## src/rtl/cpu_pkg.sv

```systemverilog
// Shared opcode, state and ALU-control definitions for the hardwired control unit.
package cpu_pkg;

    localparam logic [4:0] OP_ADD  = 5'b00011;
    localparam logic [4:0] OP_SUB  = 5'b00100;
    localparam logic [4:0] OP_AND  = 5'b00101;
    localparam logic [4:0] OP_OR   = 5'b00110;
    localparam logic [4:0] OP_ROR  = 5'b00111;
    localparam logic [4:0] OP_ROL  = 5'b01000;
    localparam logic [4:0] OP_SHR  = 5'b01001;
    localparam logic [4:0] OP_SHRA = 5'b01010;
    localparam logic [4:0] OP_SHL  = 5'b01011;
    localparam logic [4:0] OP_DIV  = 5'b01111;
    localparam logic [4:0] OP_MUL  = 5'b10000;
    localparam logic [4:0] OP_NEG  = 5'b10001;
    localparam logic [4:0] OP_NOT  = 5'b10010;
    localparam logic [4:0] OP_NOP  = 5'b11010;
    localparam logic [4:0] OP_HALT = 5'b11011;

    typedef enum logic [3:0] {
        ST_T0   = 4'd0,
        ST_T1   = 4'd1,
        ST_T2   = 4'd2,
        ST_T3   = 4'd3,
        ST_T4   = 4'd4,
        ST_T5   = 4'd5,
        ST_T6   = 4'd6,
        ST_HALT = 4'd15
    } state_t;

    typedef enum logic [2:0] {
        CLS_BINARY,
        CLS_UNARY,
        CLS_MULDIV,
        CLS_NOP,
        CLS_HALT,
        CLS_ILLEGAL
    } op_class_t;

    localparam int ALU_INCPC = 0;
    localparam int ALU_ADD   = 1;
    localparam int ALU_SUB   = 2;
    localparam int ALU_AND   = 3;
    localparam int ALU_OR    = 4;
    localparam int ALU_SHR   = 5;
    localparam int ALU_SHRA  = 6;
    localparam int ALU_SHL   = 7;
    localparam int ALU_ROR   = 8;
    localparam int ALU_ROL   = 9;
    localparam int ALU_NEG   = 10;
    localparam int ALU_NOT   = 11;
    localparam int ALU_MUL   = 12;
    localparam int ALU_DIV   = 13;

    // Group opcodes by the shape of their execute sequence.
    function automatic op_class_t op_class(input logic [4:0] op);
        case (op)
            OP_ADD, OP_SUB, OP_AND, OP_OR, OP_SHR,
            OP_SHRA, OP_SHL, OP_ROR, OP_ROL:  op_class = CLS_BINARY;
            OP_NEG, OP_NOT:                   op_class = CLS_UNARY;
            OP_MUL, OP_DIV:                   op_class = CLS_MULDIV;
            OP_NOP:                           op_class = CLS_NOP;
            OP_HALT:                          op_class = CLS_HALT;
            default:                          op_class = CLS_ILLEGAL;
        endcase
    endfunction

    // ALU control bit selected by an opcode; IncPC for anything without an ALU op.
    function automatic logic [3:0] alu_index(input logic [4:0] op);
        case (op)
            OP_ADD:  alu_index = 4'(ALU_ADD);
            OP_SUB:  alu_index = 4'(ALU_SUB);
            OP_AND:  alu_index = 4'(ALU_AND);
            OP_OR:   alu_index = 4'(ALU_OR);
            OP_SHR:  alu_index = 4'(ALU_SHR);
            OP_SHRA: alu_index = 4'(ALU_SHRA);
            OP_SHL:  alu_index = 4'(ALU_SHL);
            OP_ROR:  alu_index = 4'(ALU_ROR);
            OP_ROL:  alu_index = 4'(ALU_ROL);
            OP_NEG:  alu_index = 4'(ALU_NEG);
            OP_NOT:  alu_index = 4'(ALU_NOT);
            OP_MUL:  alu_index = 4'(ALU_MUL);
            OP_DIV:  alu_index = 4'(ALU_DIV);
            default: alu_index = 4'(ALU_INCPC);
        endcase
    endfunction

endpackage

```

## src/rtl/reg_select.sv

```systemverilog
// 4-to-N one-hot register strobe decoder with enable.
module reg_select #(
    parameter int N = 16
) (
    input  logic         en,
    input  logic [3:0]   sel,
    output logic [N-1:0] onehot
);

    // Drive the selected register strobe only while enabled.
    always_comb begin
        onehot = '0;
        if (en) begin
            onehot[sel] = 1'b1;
        end
    end

endmodule

```

## src/rtl/control_sequencer.sv

```systemverilog
// Hardwired Moore control unit: fetch (T0-T2) and execute (T3-T6) strobe sequencing.
//
// state | meaning
// ------+----------------------------------------------------------------
// T0    | PC -> MAR, Z <= PC+1; silent while stalled waiting for run
// T1    | Z -> PC, memory read into MDR
// T2    | MDR -> IR
// T3    | first execute step (operand fetch / unary op / NOP / dispatch)
// T4    | ALU op (binary, mul/div) or unary write-back
// T5    | binary write-back, or LO write for mul/div
// T6    | HI write for mul/div
// HALT  | all strobes off, halted=1 until clear
module control_sequencer
    import cpu_pkg::*;
#(
    parameter int NREGS = 16,
    parameter int ALU_W = 14
) (
    input  logic              clock,
    input  logic              clear,
    input  logic              run,
    input  logic [31:0]       IR,
    output logic [NREGS-1:0]  Rin,
    output logic [NREGS-1:0]  Rout,
    output logic              PCout,
    output logic              PCin,
    output logic              IRin,
    output logic              MARin,
    output logic              MDRin,
    output logic              MDRout,
    output logic              Yin,
    output logic              Zin,
    output logic              Zlowout,
    output logic              Zhighout,
    output logic              HIin,
    output logic              LOin,
    output logic              Read,
    output logic [ALU_W-1:0]  alu_ctl,
    output logic              halted,
    output logic              illegal,
    output logic [3:0]        state
);

    state_t     state_q, state_d;
    logic       stall_q;
    logic       illegal_q;
    op_class_t  cls;
    logic [3:0] alu_idx;
    logic [3:0] ra, rb, rc;
    logic       rin_en, rout_en;
    logic [3:0] rin_sel, rout_sel;
    logic       unused_ir;

    assign ra        = IR[26:23];
    assign rb        = IR[22:19];
    assign rc        = IR[18:15];
    assign cls       = op_class(IR[31:27]);
    assign alu_idx   = alu_index(IR[31:27]);
    assign unused_ir = ^IR[14:0];

    // stall_q marks a T0 cycle entered from a T0 in which run was low; those
    // cycles issue no strobes so the held-off fetch has no side effects.
    always_ff @(posedge clock) begin
        if (clear) begin
            state_q   <= ST_T0;
            stall_q   <= 1'b0;
            illegal_q <= 1'b0;
        end else begin
            state_q <= state_d;
            stall_q <= (state_q == ST_T0) && !run;
            if (state_q == ST_T3 && cls == CLS_ILLEGAL) begin
                illegal_q <= 1'b1;
            end
        end
    end

    // Next-state and strobe decode from the state register and IR.
    always_comb begin
        state_d  = state_q;
        rin_en   = 1'b0;
        rin_sel  = ra;
        rout_en  = 1'b0;
        rout_sel = rb;
        PCout    = 1'b0;
        PCin     = 1'b0;
        IRin     = 1'b0;
        MARin    = 1'b0;
        MDRin    = 1'b0;
        MDRout   = 1'b0;
        Yin      = 1'b0;
        Zin      = 1'b0;
        Zlowout  = 1'b0;
        Zhighout = 1'b0;
        HIin     = 1'b0;
        LOin     = 1'b0;
        Read     = 1'b0;
        alu_ctl  = '0;
        halted   = 1'b0;
        case (state_q)
            ST_T0: begin
                if (!stall_q) begin
                    PCout              = 1'b1;
                    MARin              = 1'b1;
                    Zin                = 1'b1;
                    alu_ctl[ALU_INCPC] = 1'b1;
                end
                if (run) state_d = ST_T1;
            end
            ST_T1: begin
                Zlowout = 1'b1;
                PCin    = 1'b1;
                Read    = 1'b1;
                MDRin   = 1'b1;
                state_d = ST_T2;
            end
            ST_T2: begin
                MDRout  = 1'b1;
                IRin    = 1'b1;
                state_d = ST_T3;
            end
            ST_T3: begin
                case (cls)
                    CLS_BINARY: begin
                        rout_en = 1'b1;
                        Yin     = 1'b1;
                        state_d = ST_T4;
                    end
                    CLS_UNARY: begin
                        rout_en = 1'b1;
                        alu_ctl = ALU_W'(1) << alu_idx;
                        Zin     = 1'b1;
                        state_d = ST_T4;
                    end
                    CLS_MULDIV: begin
                        rout_en  = 1'b1;
                        rout_sel = ra;
                        Yin      = 1'b1;
                        state_d  = ST_T4;
                    end
                    CLS_NOP:  state_d = ST_T0;
                    default:  state_d = ST_HALT;
                endcase
            end
            ST_T4: begin
                case (cls)
                    CLS_BINARY: begin
                        rout_en  = 1'b1;
                        rout_sel = rc;
                        alu_ctl  = ALU_W'(1) << alu_idx;
                        Zin      = 1'b1;
                        state_d  = ST_T5;
                    end
                    CLS_UNARY: begin
                        Zlowout = 1'b1;
                        rin_en  = 1'b1;
                        state_d = ST_T0;
                    end
                    CLS_MULDIV: begin
                        rout_en = 1'b1;
                        alu_ctl = ALU_W'(1) << alu_idx;
                        Zin     = 1'b1;
                        state_d = ST_T5;
                    end
                    default: state_d = ST_T0;
                endcase
            end
            ST_T5: begin
                case (cls)
                    CLS_BINARY: begin
                        Zlowout = 1'b1;
                        rin_en  = 1'b1;
                        state_d = ST_T0;
                    end
                    CLS_MULDIV: begin
                        Zlowout = 1'b1;
                        LOin    = 1'b1;
                        state_d = ST_T6;
                    end
                    default: state_d = ST_T0;
                endcase
            end
            ST_T6: begin
                Zhighout = 1'b1;
                HIin     = 1'b1;
                state_d  = ST_T0;
            end
            ST_HALT: begin
                halted  = 1'b1;
                state_d = ST_HALT;
            end
            default: state_d = ST_T0;
        endcase
    end

    reg_select #(.N(NREGS)) u_rin_sel (
        .en     (rin_en),
        .sel    (rin_sel),
        .onehot (Rin)
    );

    reg_select #(.N(NREGS)) u_rout_sel (
        .en     (rout_en),
        .sel    (rout_sel),
        .onehot (Rout)
    );

    assign illegal = illegal_q;
    assign state   = state_q;

endmodule

```

## config.mk

```make
export PLATFORM = sky130hd
export DESIGN_NAME = control_sequencer
export DESIGN_NICKNAME = d
export VERILOG_FILES = /design/src/rtl/cpu_pkg.sv /design/src/rtl/reg_select.sv /design/src/rtl/control_sequencer.sv
export SDC_FILE = /design/constraint.sdc
export NUM_CORES = 1
export LEC_CHECK = 0
export CORE_MARGIN = 3
export CORE_UTILIZATION = 40
export CTS_BUF_LIST = sky130_fd_sc_hd__clkbuf_4 sky130_fd_sc_hd__clkbuf_8
export CTS_CLUSTER_SIZE = 20
export DETAILED_ROUTE_END_ITERATION = 8
export GPL_TIMING_DRIVEN = 0
export PLACE_DENSITY = 0.94
export SETUP_SLACK_MARGIN = 0.2
export SLEW_MARGIN = 10
export SYNTH_ARGS = -nofsm -noshare
export SYNTH_HDL_FRONTEND = slang
export SYNTH_SLANG_ARGS = --single-unit
```

## constraint.sdc

```tcl
create_clock -name clock -period 6.4 [get_ports clock]
set_clock_uncertainty 0.2 [all_clocks]
set_input_delay 0.96 -clock clock [delete_from_list [all_inputs] [get_ports clock]]
set_output_delay 0.96 -clock clock [all_outputs]
set_load 0.005 [all_outputs]
```

==> out/qor.csv <==
stage,metric,value,unit
outcome,status,"complete, no violations",
cts,cts_hold_buf,0,
sta,layout_min_cycle_time,5.247,ns
sta,max_slew.worst_pin.slew,0.7258,ns
die,rows,22,
finish,fin_util,0.6773,
yosys,yosysTopAreaCellShare,0.09118,
worst_setup_path,r2r-start,state[2]$_SDFFE_PP0N_,
pwr,peakVddDrop,0.1158,mV
pwr,pwr-share-comb,0.582,
grt,grt_max_degree,11,
placement,place_ws,1.177,ns
yosys,synth.area.top_cells,"nor2_1 9.1%, dfxtp_1 7.1%, nand2_1 5.6%",
yosys,synthArstFlopShare,0,
placement,place_congestion,0.8958,
yosys,synth_area_per_cell,6.645,um^2
route,vias,2183,
route,first_pass_iters,5,
finish,regArea,120.1,um^2
grt,grt_pass1_wl,9108,um
die,core_area,0.003854,mm^2
die,die_x,70.96,um
yosys,synthFlopType,dfxtp_1,
worst_setup_path,timing.rr.end,state[2]$_SDFFE_PP0N_,
yosys,syn_area,0.001688,mm^2
grt,overflow,0,
die,ios,100,
worst_setup_path,cp_data_required_time,5.24,ns
placement,port_buffers,82,
sta,period_share,0.8198,
grt,antenna_found_initial,0,
yosys,synth.top_cells.by_count,"41 x nor2_1, 25 x nand2_1, 12 x o21ai_0",
finish,instances_no_fill,387,
yosys,ys_ff_latch,6,
run,drv_cap,0,
placement,dp_hpwl,4431,um
worst_setup_path,cp-startpoint,IR[28],
worst_setup_path,endpoint_kind,output pin,
route,ant_nets,0,
pwr,p_clk_frac,0.242,
worst_setup_path,path_max_fanout,8,
sta,setup_violations,0,
yosys,ys_types,62,
sta,max_freq,0.1906,GHz
route,drt_wl_total,5561,um
pwr,internal_power,0.1516,mW
worst_setup_path,startpoint_type,primary input,
route,drt_iter0_markers,148,
finish,area_growth,54.63,%
sta,slew_viol_final,0,
yosys,synthesis.nets,294,
yosys,synth_most_common_cell,nor2_1,
pwr,p_sw,0.09066,mW
worst_hold_path,hp-class,reg -> reg,
cts,clk_latency,0.23,ns
cts,cts_max_level,1,
pwr,seqPwrFrac,0.176,
grt,grt_pass1_vias,1950,
die,start_util,0.4380,
sta,setup_slack,1.153,ns
yosys,synthCells,254,
sta,slew_headroom,0.5110,
cts,clock-sinks,6,
sta,finalHoldViolCount,0,
cts,numCtsBuffers,3,
sta,fin_setup_tns,0,ns
yosys,synth_largest_area_cell,nor2_1,
pwr,leakage,0.9396,nW
finish,fin_nets,381,
yosys,synth-edff-count,0,
cts,clkSlewWorstSetupHoldPaths,0.04,ns
cts,cts-root-buf,clkbuf_8,
placement,place_inst,384,
worst_setup_path,rr_worst_depth,5,
die,dieArea,0.005035,mm^2
pwr,swShare,0.3742,
yosys,synth_seq_area_share,0.07116,
route,viasPerCell,5.641,
cts,cts_tree,yes,
finish,fill_cells,340,
worst_setup_path,crit_end,Rin[0],
worst_setup_path,critPathKind,in -> out,
cts,cts-resized-gates,0,
worst_setup_path,reg2reg_slack,4.26,ns
finish,multiInputGateArea,0.001400,mm^2
grt,grt.total_usage,0.2122,
yosys,yosysWarnings,0,
route,drc,0,
sta,rsz0062_at_grt,no,
die,die_height,70.96,um
cts,clk_path_buf_depth,2,
finish,antenna_cells,0,
route,wire_per_inst,14.37,um
worst_setup_path,worstPathArrival,4.09,ns
pwr,power_density,92.84,mW/mm^2
sta,fin_hold_ws,0.2942,ns
cts,post_cts_buffers,0,
finish,layout-drive-gt1-share,0.1032,
placed cells by master (no fill, tap or decap), types with 3 or more instances in the layout:
cell              n
nor3b_1           3
nor3_1            7
a21boi_0          3
nand2_1          25
nor3b_2           3
a21oi_1          11
a21o_1            5
o21ai_0          12
a31oi_1           5
nand3_1           6
nand3b_1          7
buf_4             9
a22oi_1           6
clkdlybuf4s50_1  82
nand2b_1          9
ha_1              5
nor2b_1           9
nor2_1           41
nand4bb_1         3
dfxtp_1           6
buf_2             5
clkbuf_8          3
and3_1            4
nor4b_1           4
clkbuf_1          8
mux2i_1           4
inv_1             9
metrics by stage:
step	instance area [um^2]	power, mW
detailed placement	2569	0.1820
global route	2610	0.2557
global placement	2569	0.1785
finish	2610	0.2423
floorplan	1688	0.1236
CTS	2610	0.2423
per-layer routing:
metal	up-vias	wire (um)	track usage
li1	1082	-	-
met1	991	2351	0.2718
met2	107	2700	0.3790
met3	3	483	0.02983
met4	0	25	0.03758
met5	-	0	0
cells by family (layout without fill, tap and decap cells):
kind of cell,Yosys count,count (layout),share of synthesized area
buf+inv,32,117,0.09933
compound gates,67,67,0.3032
mux,4,4,0.02372
flops,6,6,0.07117
fa+ha+maj,5,5,0.03706
simple gates,140,140,0.4655
cell type report:
class,instances,area share
sequential,6,0.04602
multi-input combinational,216,0.5364
buffer,23,0.05129
clock buffer,3,0.01582
timing repair buffer,82,0.3145
inverter,9,0.01294
tap,48,0.02301
state kept, by name, indices dropped and copies added, names as in the netlist:
name     count
state        4
stall_q      1
illegal      1
critical path: stages:
cell,delay [ns]
clkdlybuf4s50_1,0.62
inv_1,0.10
ha_1,0.28
nor2_1,0.16
a21oi_1,0.06
or4_4,0.43
a2111oi_4,0.52
nor3b_2,0.26
nor3b_2,0.17
clkdlybuf4s50_1,0.52
power by group through the flow:
stage / combinational (mW) / sequential [mW] / clock, mW
floorplan: 0.0808 / 0.0428 / 0
CTS: 0.140 / 0.0426 / 0.0600
detailed placement: 0.139 / 0.0431 / 0
global route: 0.152 / 0.0429 / 0.0609
finish: 0.141 / 0.0426 / 0.0588
global placement: 0.136 / 0.0430 / 0
worst min path at each step:
stage	from	end	slack, ns	cells past startpoint
3_5_place_dp	illegal$_SDFFE_PP0P_	illegal$_SDFFE_PP0P_	0.29	2
2_1_floorplan	illegal$_SDFFE_PP0P_	illegal$_SDFFE_PP0P_	0.26	2
4_1_cts	illegal$_SDFFE_PP0P_	illegal$_SDFFE_PP0P_	0.30	2
6_report	illegal$_SDFFE_PP0P_	illegal$_SDFFE_PP0P_	0.29	2
3_3_place_gp	illegal$_SDFFE_PP0P_	illegal$_SDFFE_PP0P_	0.28	2
5_1_grt	illegal$_SDFFE_PP0P_	illegal$_SDFFE_PP0P_	0.34	2
Power figures use the tool's default switching activity.
